File: src/rtl/icache_tag_ctrl.sv
// Instruction-cache tag RAM sequencer: invalidation sweep, pipelined tag lookup,
// miss/refill handshake and tag commit after refill.
module icache_tag_ctrl (
    input  logic        clk_i,
    input  logic        rst_i,
    input  logic        lookup_req_i,
    input  logic [31:0] lookup_addr_i,
    output logic        lookup_ready_o,
    output logic        rsp_valid_o,
    output logic        rsp_hit_o,
    output logic [31:0] rsp_addr_o,
    output logic        refill_req_o,
    output logic [31:0] refill_addr_o,
    input  logic        refill_done_i,
    input  logic        flush_i,
    output logic        flush_busy_o,
    output logic [7:0]  tag_addr_o,
    output logic [19:0] tag_data_o,
    output logic        tag_wr_o,
    input  logic [19:0] tag_data_i
);

    typedef enum logic [1:0] {FLUSH, RUN, MISS, FILL} state_t;

    state_t      state;
    logic [7:0]  sweep_cnt;
    logic        pend_flush;
    logic        s1_valid;
    logic [31:0] s1_addr;
    logic [26:0] fill_line;   // refill line address: {tag[26:8], index[7:0]}
    logic        hit;
    logic        miss;
    logic        accept;

    always_comb begin
        hit            = s1_valid & tag_data_i[19] & (tag_data_i[18:0] == s1_addr[31:13]);
        miss           = s1_valid & ~hit;
        lookup_ready_o = ~rst_i & (state == RUN) & ~miss & ~pend_flush;
        accept         = lookup_req_i & lookup_ready_o;

        // Outputs are gated by rst_i so they hold their reset values from the first reset cycle.
        rsp_valid_o   = ~rst_i & s1_valid;
        rsp_hit_o     = ~rst_i & hit;
        rsp_addr_o    = rst_i ? '0 : s1_addr;
        refill_req_o  = ~rst_i & (state == MISS);
        refill_addr_o = rst_i ? '0 : {fill_line, 5'b0};
        flush_busy_o  = rst_i | (state == FLUSH);
        tag_wr_o      = ~rst_i & ((state == FLUSH) | (state == FILL));
        tag_data_o    = (state == FILL) ? {1'b1, fill_line[26:8]} : '0;

        case (state)
            FLUSH:   tag_addr_o = sweep_cnt;
            FILL:    tag_addr_o = fill_line[7:0];
            default: tag_addr_o = lookup_addr_i[12:5];
        endcase
    end

    always_ff @(posedge clk_i) begin
        if (rst_i) begin
            state      <= FLUSH;
            sweep_cnt  <= '0;
            pend_flush <= 1'b0;
            s1_valid   <= 1'b0;
            s1_addr    <= '0;
            fill_line  <= '0;
        end else begin
            if (flush_i && state != FLUSH)
                pend_flush <= 1'b1;

            case (state)
                FLUSH: begin
                    sweep_cnt <= sweep_cnt + 8'd1;
                    if (sweep_cnt == 8'hFF)
                        state <= RUN;
                end
                RUN: begin
                    s1_valid <= accept;
                    if (accept)
                        s1_addr <= lookup_addr_i;
                    // A stage-1 miss takes precedence over a pending flush.
                    if (miss) begin
                        fill_line <= s1_addr[31:5];
                        state     <= MISS;
                    end else if (pend_flush) begin
                        state      <= FLUSH;
                        sweep_cnt  <= '0;
                        pend_flush <= 1'b0;
                        s1_valid   <= 1'b0;
                    end
                end
                MISS: begin
                    if (refill_done_i)
                        state <= FILL;
                end
                FILL: begin
                    if (pend_flush) begin
                        state      <= FLUSH;
                        sweep_cnt  <= '0;
                        pend_flush <= 1'b0;
                        s1_valid   <= 1'b0;
                    end else begin
                        state <= RUN;
                    end
                end
                default: state <= FLUSH;
            endcase
        end
    end

endmodule

File: config.mk
export PLATFORM = sky130hd
export DESIGN_NAME = icache_tag_ctrl
export DESIGN_NICKNAME = d
export VERILOG_FILES = /design/src/rtl/icache_tag_ctrl.sv
export SDC_FILE = /design/constraint.sdc
export NUM_CORES = 1
export LEC_CHECK = 0
export BUFFER_PORTS_ARGS = -buffer_cell sky130_fd_sc_hd__buf_2
export CORE_MARGIN = 2
export CORE_UTILIZATION = 44
export DETAILED_ROUTE_END_ITERATION = 7
export PLACE_DENSITY = 0.77
export REMOVE_ABC_BUFFERS = 1
export SLEW_MARGIN = 0
export SYNTH_ARGS = -nofsm -noshare
export SYNTH_HDL_FRONTEND = slang
export SYNTH_SLANG_ARGS = --single-unit
File: constraint.sdc
create_clock -name clk_i -period 1.7 [get_ports clk_i]
set_input_delay 0.085 -clock clk_i [delete_from_list [all_inputs] [get_ports clk_i]]
set_output_delay 0.085 -clock clk_i [all_outputs]
set_load 0.1 [all_outputs]
# After elaboration in Yosys (flattened, before gate mapping)
# Index checks and enable logic that the tools add are counted.
# classes
addsub	1
eq_ne	10
n_mux	21
n_bitwise	17
reduce_logical	10
# ops
operator	n
32-bit two-way mux	2
8-bit case mux with 3 select lines	1
20-bit two-way mux	1
19-bit == test	1
8-bit two-way mux	2
8-bit case mux with 2 select lines	1
1-bit AND	11
8-bit by 1-bit adder with 8-bit output (second input constant)	1
8-bit == test (second input constant)	1
2-bit two-way mux	4
2-bit case mux with 4 select lines	1
2-bit AND reduction	4
1-bit two-way mux	7
2-bit != test (second input constant)	3
2-bit == test (second input constant)	2
1-bit inverter	4
1-bit case mux with 2 select lines	2
2-bit nonzero test	2
3-bit != test (second input constant)	1
3-bit AND reduction	1
3-bit nonzero test	1
2-bit by 1-bit == test with 1-bit output (second input constant)	1
2-bit logical NOT	1
2-bit by 1-bit != test with 1-bit output (second input constant)	1
other kinds (2)	3
# totals
ff_bits	71
inputBits	57
out_inout_bits	98
word_cells	65

# Longest topological paths before layout
# depth
word_depth	11
depth_mapped	8
depth_no_buf	7

# Least setup slack after synthesis
# OpenSTA, ideal clock, no wires.
# synth_path
kind	reg-to-output
start	reg s1_addr[15]
end	out rsp_hit_o
arrival_time_ps	4077
required_time_ps	1615
slack_ps	-2462
stages_incl_launch_ff	5
path_buffers	0
path_cell_list	dfxtp_1 -> xnor2_1 -> nand2_1 -> or4b_2 -> nor4_1
# synth_between
elab_chain_len	3
# synth_lines
element	line_no	source
from (decl)	29	logic [31:0] s1_addr;
from (signal assigned)	79	s1_addr <= lookup_addr_i;
19-bit == test	36	hit = s1_valid & tag_data_i[19] & (tag_data_i[18:0] == s1_addr[31:13]);
1-bit AND	36	
1-bit AND	43	rsp_hit_o = ~rst_i & hit;
to (decl)	10	output logic rsp_hit_o,
# No other way between the ends.

# Worst setup path in the final report
# layout_path
start	reg s1_addr[31]
end	out rsp_hit_o
# The elaborated chain is that of the path after synthesis.

==> metrics.md <==
| Metric | Value |
|---|---|
| Status | finished with violations |
| Violated checks | negative setup slack |
| Mean Syn Cell Area | 8.56 µm² |
| Hold path depth | 3 |
| Fraction of layout cells with a size suffix above 1 | 67.6% |
| Min-delay worst type | in -> reg |
| TNS Setup | -26.98 ns |
| Worst stage delay on the critical path | 0.51 ns |
| Sw frac | 36.5% |
| Total die area | 0.00958 mm² |
| Antenna cells | 0 |
| Worst hold path endpoint | s1_addr[21] |
| CP cell instances | xnor2_2, nand4_1, or4_4, nor4_2, buf_4, buf_12 |
| DRT iter0 DRCs | 322 |
| GRT Util Overall | 29.6% |
| Initial antenna violation count | 0 |
| Final Max Slew Viols | 0 |
| Crit path kind | reg -> out |
| Worst R2R Setup Slack | -0.45 ns |
| Synth Register Bits | 71 |
| Yosys warns | 0 |
| Synth Cell Area | 0.00388 mm² |
| Worst Max-Slew Pin Slew | 0.521 ns |
| First drt pass iteration count | 5 |
| FF/Latch Area | 0.00145 mm² |
| Pre-CTS setup slack | -0.256 ns |
| Sequential power share | 32.9% |
| Total Wirelength | 17800 µm |
| Share of the synthesized area in the top cell type | 36.6% |
| Worst VDD drop | 0.000539 V |
| Site row count | 34 |
| Vias | 4631 |
| Final setup viols | 90 |
| Arrival @ worst endpoint | 2.16 ns |
| Leakage | 3.05 nW |
| Grt total ovfl | 0 |
| Fmax achieved | 445 MHz |
| Pin count of the biggest net entering global routing | 47 |
| Worst Min Path Start | lookup_addr_i[21] |
| Maximum buffer depth of the clock tree | 2 |
| Fin util | 88.0% |
| CP Data Required Time | 1.62 ns |
| Dpl cells | 728 |
| I/O pin count | 155 |
| DR vias/cell | 5.82 |
| Core area | 0.00864 mm² |
| Die Ht | 97.9 µm |
| Critical Path Start Type | register |
| Fillers | 378 |
| Clock share of power | 29.0% |
| EDFF count, synth | 0 |
| Most common cell after layout, fill and taps aside | buf_2 |
| Synth unique cells | 49 |
| Dominant cell type by area after synthesis | dfxtp_1 |
| Area grow syn2layout | 95.9% |
| Post-route ant nets | 0 |
| First-pass GRT wire length | 22900 µm |
| Pint | 3.44 mW |
| DP Wirelength | 8700 µm |
| CTS buffer count | 9 |
| Sequential share of the synthesized area | 36.6% |
| Worst reg-to-reg path cell count | 9 |
| Post-layout nets | 745 |
| Fin crit period | 2.25 ns |
| Critical Path Sink Type | output pin |
| Relative slew slack | 65.5% |
| Initial core utilization | 44.9% |
| Clk_skew | 0.0170 ns |
| FFs w/ async S/R, synth | 0% |
| P per Cell Area | 714 mW/mm² |
| DR DRC count | 0 |
| Most frequent cells in the layout | buf_2, nor2b_1, dfxtp_1, buf_12, buf_4 |
| Multi-input logic area | 0.00331 mm² |
| Vias in the first global route | 4513 |
| Reg clk slew, reported paths | 0.08 ns |
| Clock Latency Late Sink | 0.35 ns |
| CTS tree | built |
| Reg-to-Reg Start | s1_addr[27] |
| Synth Instances | 453 |
| Finished Layout Cells | 796 |
| Slowest cell on crit path | or4_4 |
| RSZ-0062 raised after global routing | true |
| Clock Root Buffer | clkbuf_8 |
| Clock sinks | 71 |
| H-tree depth | 3 |
| Placer Congestion | 0.871 |
| Total Power | 5.43 mW |
| Final period utilization | 132% |
| Final Hold Viols | 0 |
| Max-cap violations | 0 |
| Crit path max fanout | 3 |
| Reg2Reg Capture Point | s1_valid |
| WL/cell | 22.4 µm |
| Die W | 97.9 µm |
| Net Switching | 1.98 mW |
| Synth Flop Type | dfxtp_1 |
| Comb power frac | 38.1% |
| Synth top area cells | dfxtp_1, nor2b_1, mux2_2 |
| Final setup margin | -0.547 ns |
| Port buffer count | 149 |
## cells in the mapped netlist (2+ instances only)
master    count
xnor2_1      17
buf_6         2
clkbuf_8      2
nor2b_1      61
nand2_1      20
o21ai_0      45
o31ai_1       2
xor2_1        2
and2_1       21
nand4b_1      2
ha_1          5
a22oi_1       8
a21oi_1      43
mux2_2       27
clkbuf_4      3
dfxtp_1      71
a311oi_1      4
inv_1         5
or2_2         2
nand3_1      35
buf_4         5
nand4_1       5
nor3_1        3
nor2_1       14
buf_12        3
clkbuf_2      3
clkbuf_1     21
## area by class of cell
cell class | instances | area share, %
timing repair buffer | 255 | 32.4
tap | 108 | 1.78
inverter | 5 | 0.313
clock inverter | 3 | 0.856
multi-input combinational | 341 | 43.6
clock buffer | 13 | 2.09
sequential | 71 | 19.0
## critical path, delay by kind of cell (launching register included)
family / cells / cell delay, ns
xor gates and xnor gates: 1 / 0.16
buffers and inverters: 2 / 0.31
DFF: 1 / 0.34
and+or+nand+nor: 3 / 0.99
## power by group through the flow
stage / clock network [mW] / registers (mW) / logic, mW
2_1_floorplan: 0 / 1.80 / 0.820
5_1_grt: 1.66 / 1.79 / 2.13
6_report: 1.58 / 1.78 / 2.07
3_3_place_gp: 0 / 1.80 / 1.41
4_1_cts: 1.55 / 1.77 / 1.72
3_5_place_dp: 0 / 1.80 / 1.43
## kinds of logic (layout without fill, tap and decap cells)
| group | count (synthesis) | after routing | share of synthesized area [%] |
|---|---|---|---|
| xor+xnor | 19 | 19 | 4.29 |
| mux | 29 | 29 | 8.39 |
| other cells | 1 | 5 | 0.0967 |
| compound gates | 111 | 111 | 16.4 |
| flops | 71 | 71 | 36.6 |
| buf+inv | 45 | 276 | 7.39 |
| fa+ha+maj | 5 | 5 | 1.61 |
| simple gates | 172 | 172 | 25.2 |
## metrics by stage
step                area [µm²]  hold WS [ns]
CTS                       6770       0.00382
global placement          5480         0.337
detailed placement        5480         0.345
finish                    7600       0.00605
floorplan                 3630         0.151
global route              7600       0.00389
## repair_timing
| item | CTS | global route |
|---|---|---|
| setup buffers | 11 | 17 |
| resized for setup | 186 | 166 |
| endpoints found under the hold margin | 19 | 3 |
| hold buffers | 19 | 3 |
| cloned | 7 | 4 |
| setup endpoints to repair | 103 | 94 |
| pin swaps | 78 | 73 |
## flip-flops by register name, summed over array words and instances, names as in the netlist, named ones only
register,cells
fill_line,27
pend_flush,1
s1_addr,32
s1_valid,1
state,1
sweep_cnt,8
## metal layers
metal	part of all wire (%)	global-route usage, %	vias up
met2	52	53.3	273
met3	6.9	6.44	60
li1	-	-	2038
met4	3.7	13.1	0
met1	38	33.4	2260
met5	0	0	-
## worst max-delay path by stage
stage / from / end / slack (ns) / cells past startpoint
6_report: s1_addr[31] / rsp_hit_o / -0.55 / 6
4_1_cts: s1_addr[17] / rsp_hit_o / -0.52 / 6
3_5_place_dp: s1_addr[28] / rsp_hit_o / -0.26 / 6
3_3_place_gp: s1_addr[25] / rsp_hit_o / -0.21 / 6
5_1_grt: s1_addr[30] / lookup_ready_o / -0.59 / 7
2_1_floorplan: s1_addr[15] / rsp_hit_o / -2.46 / 4
(Power assumes the default switching activity.)
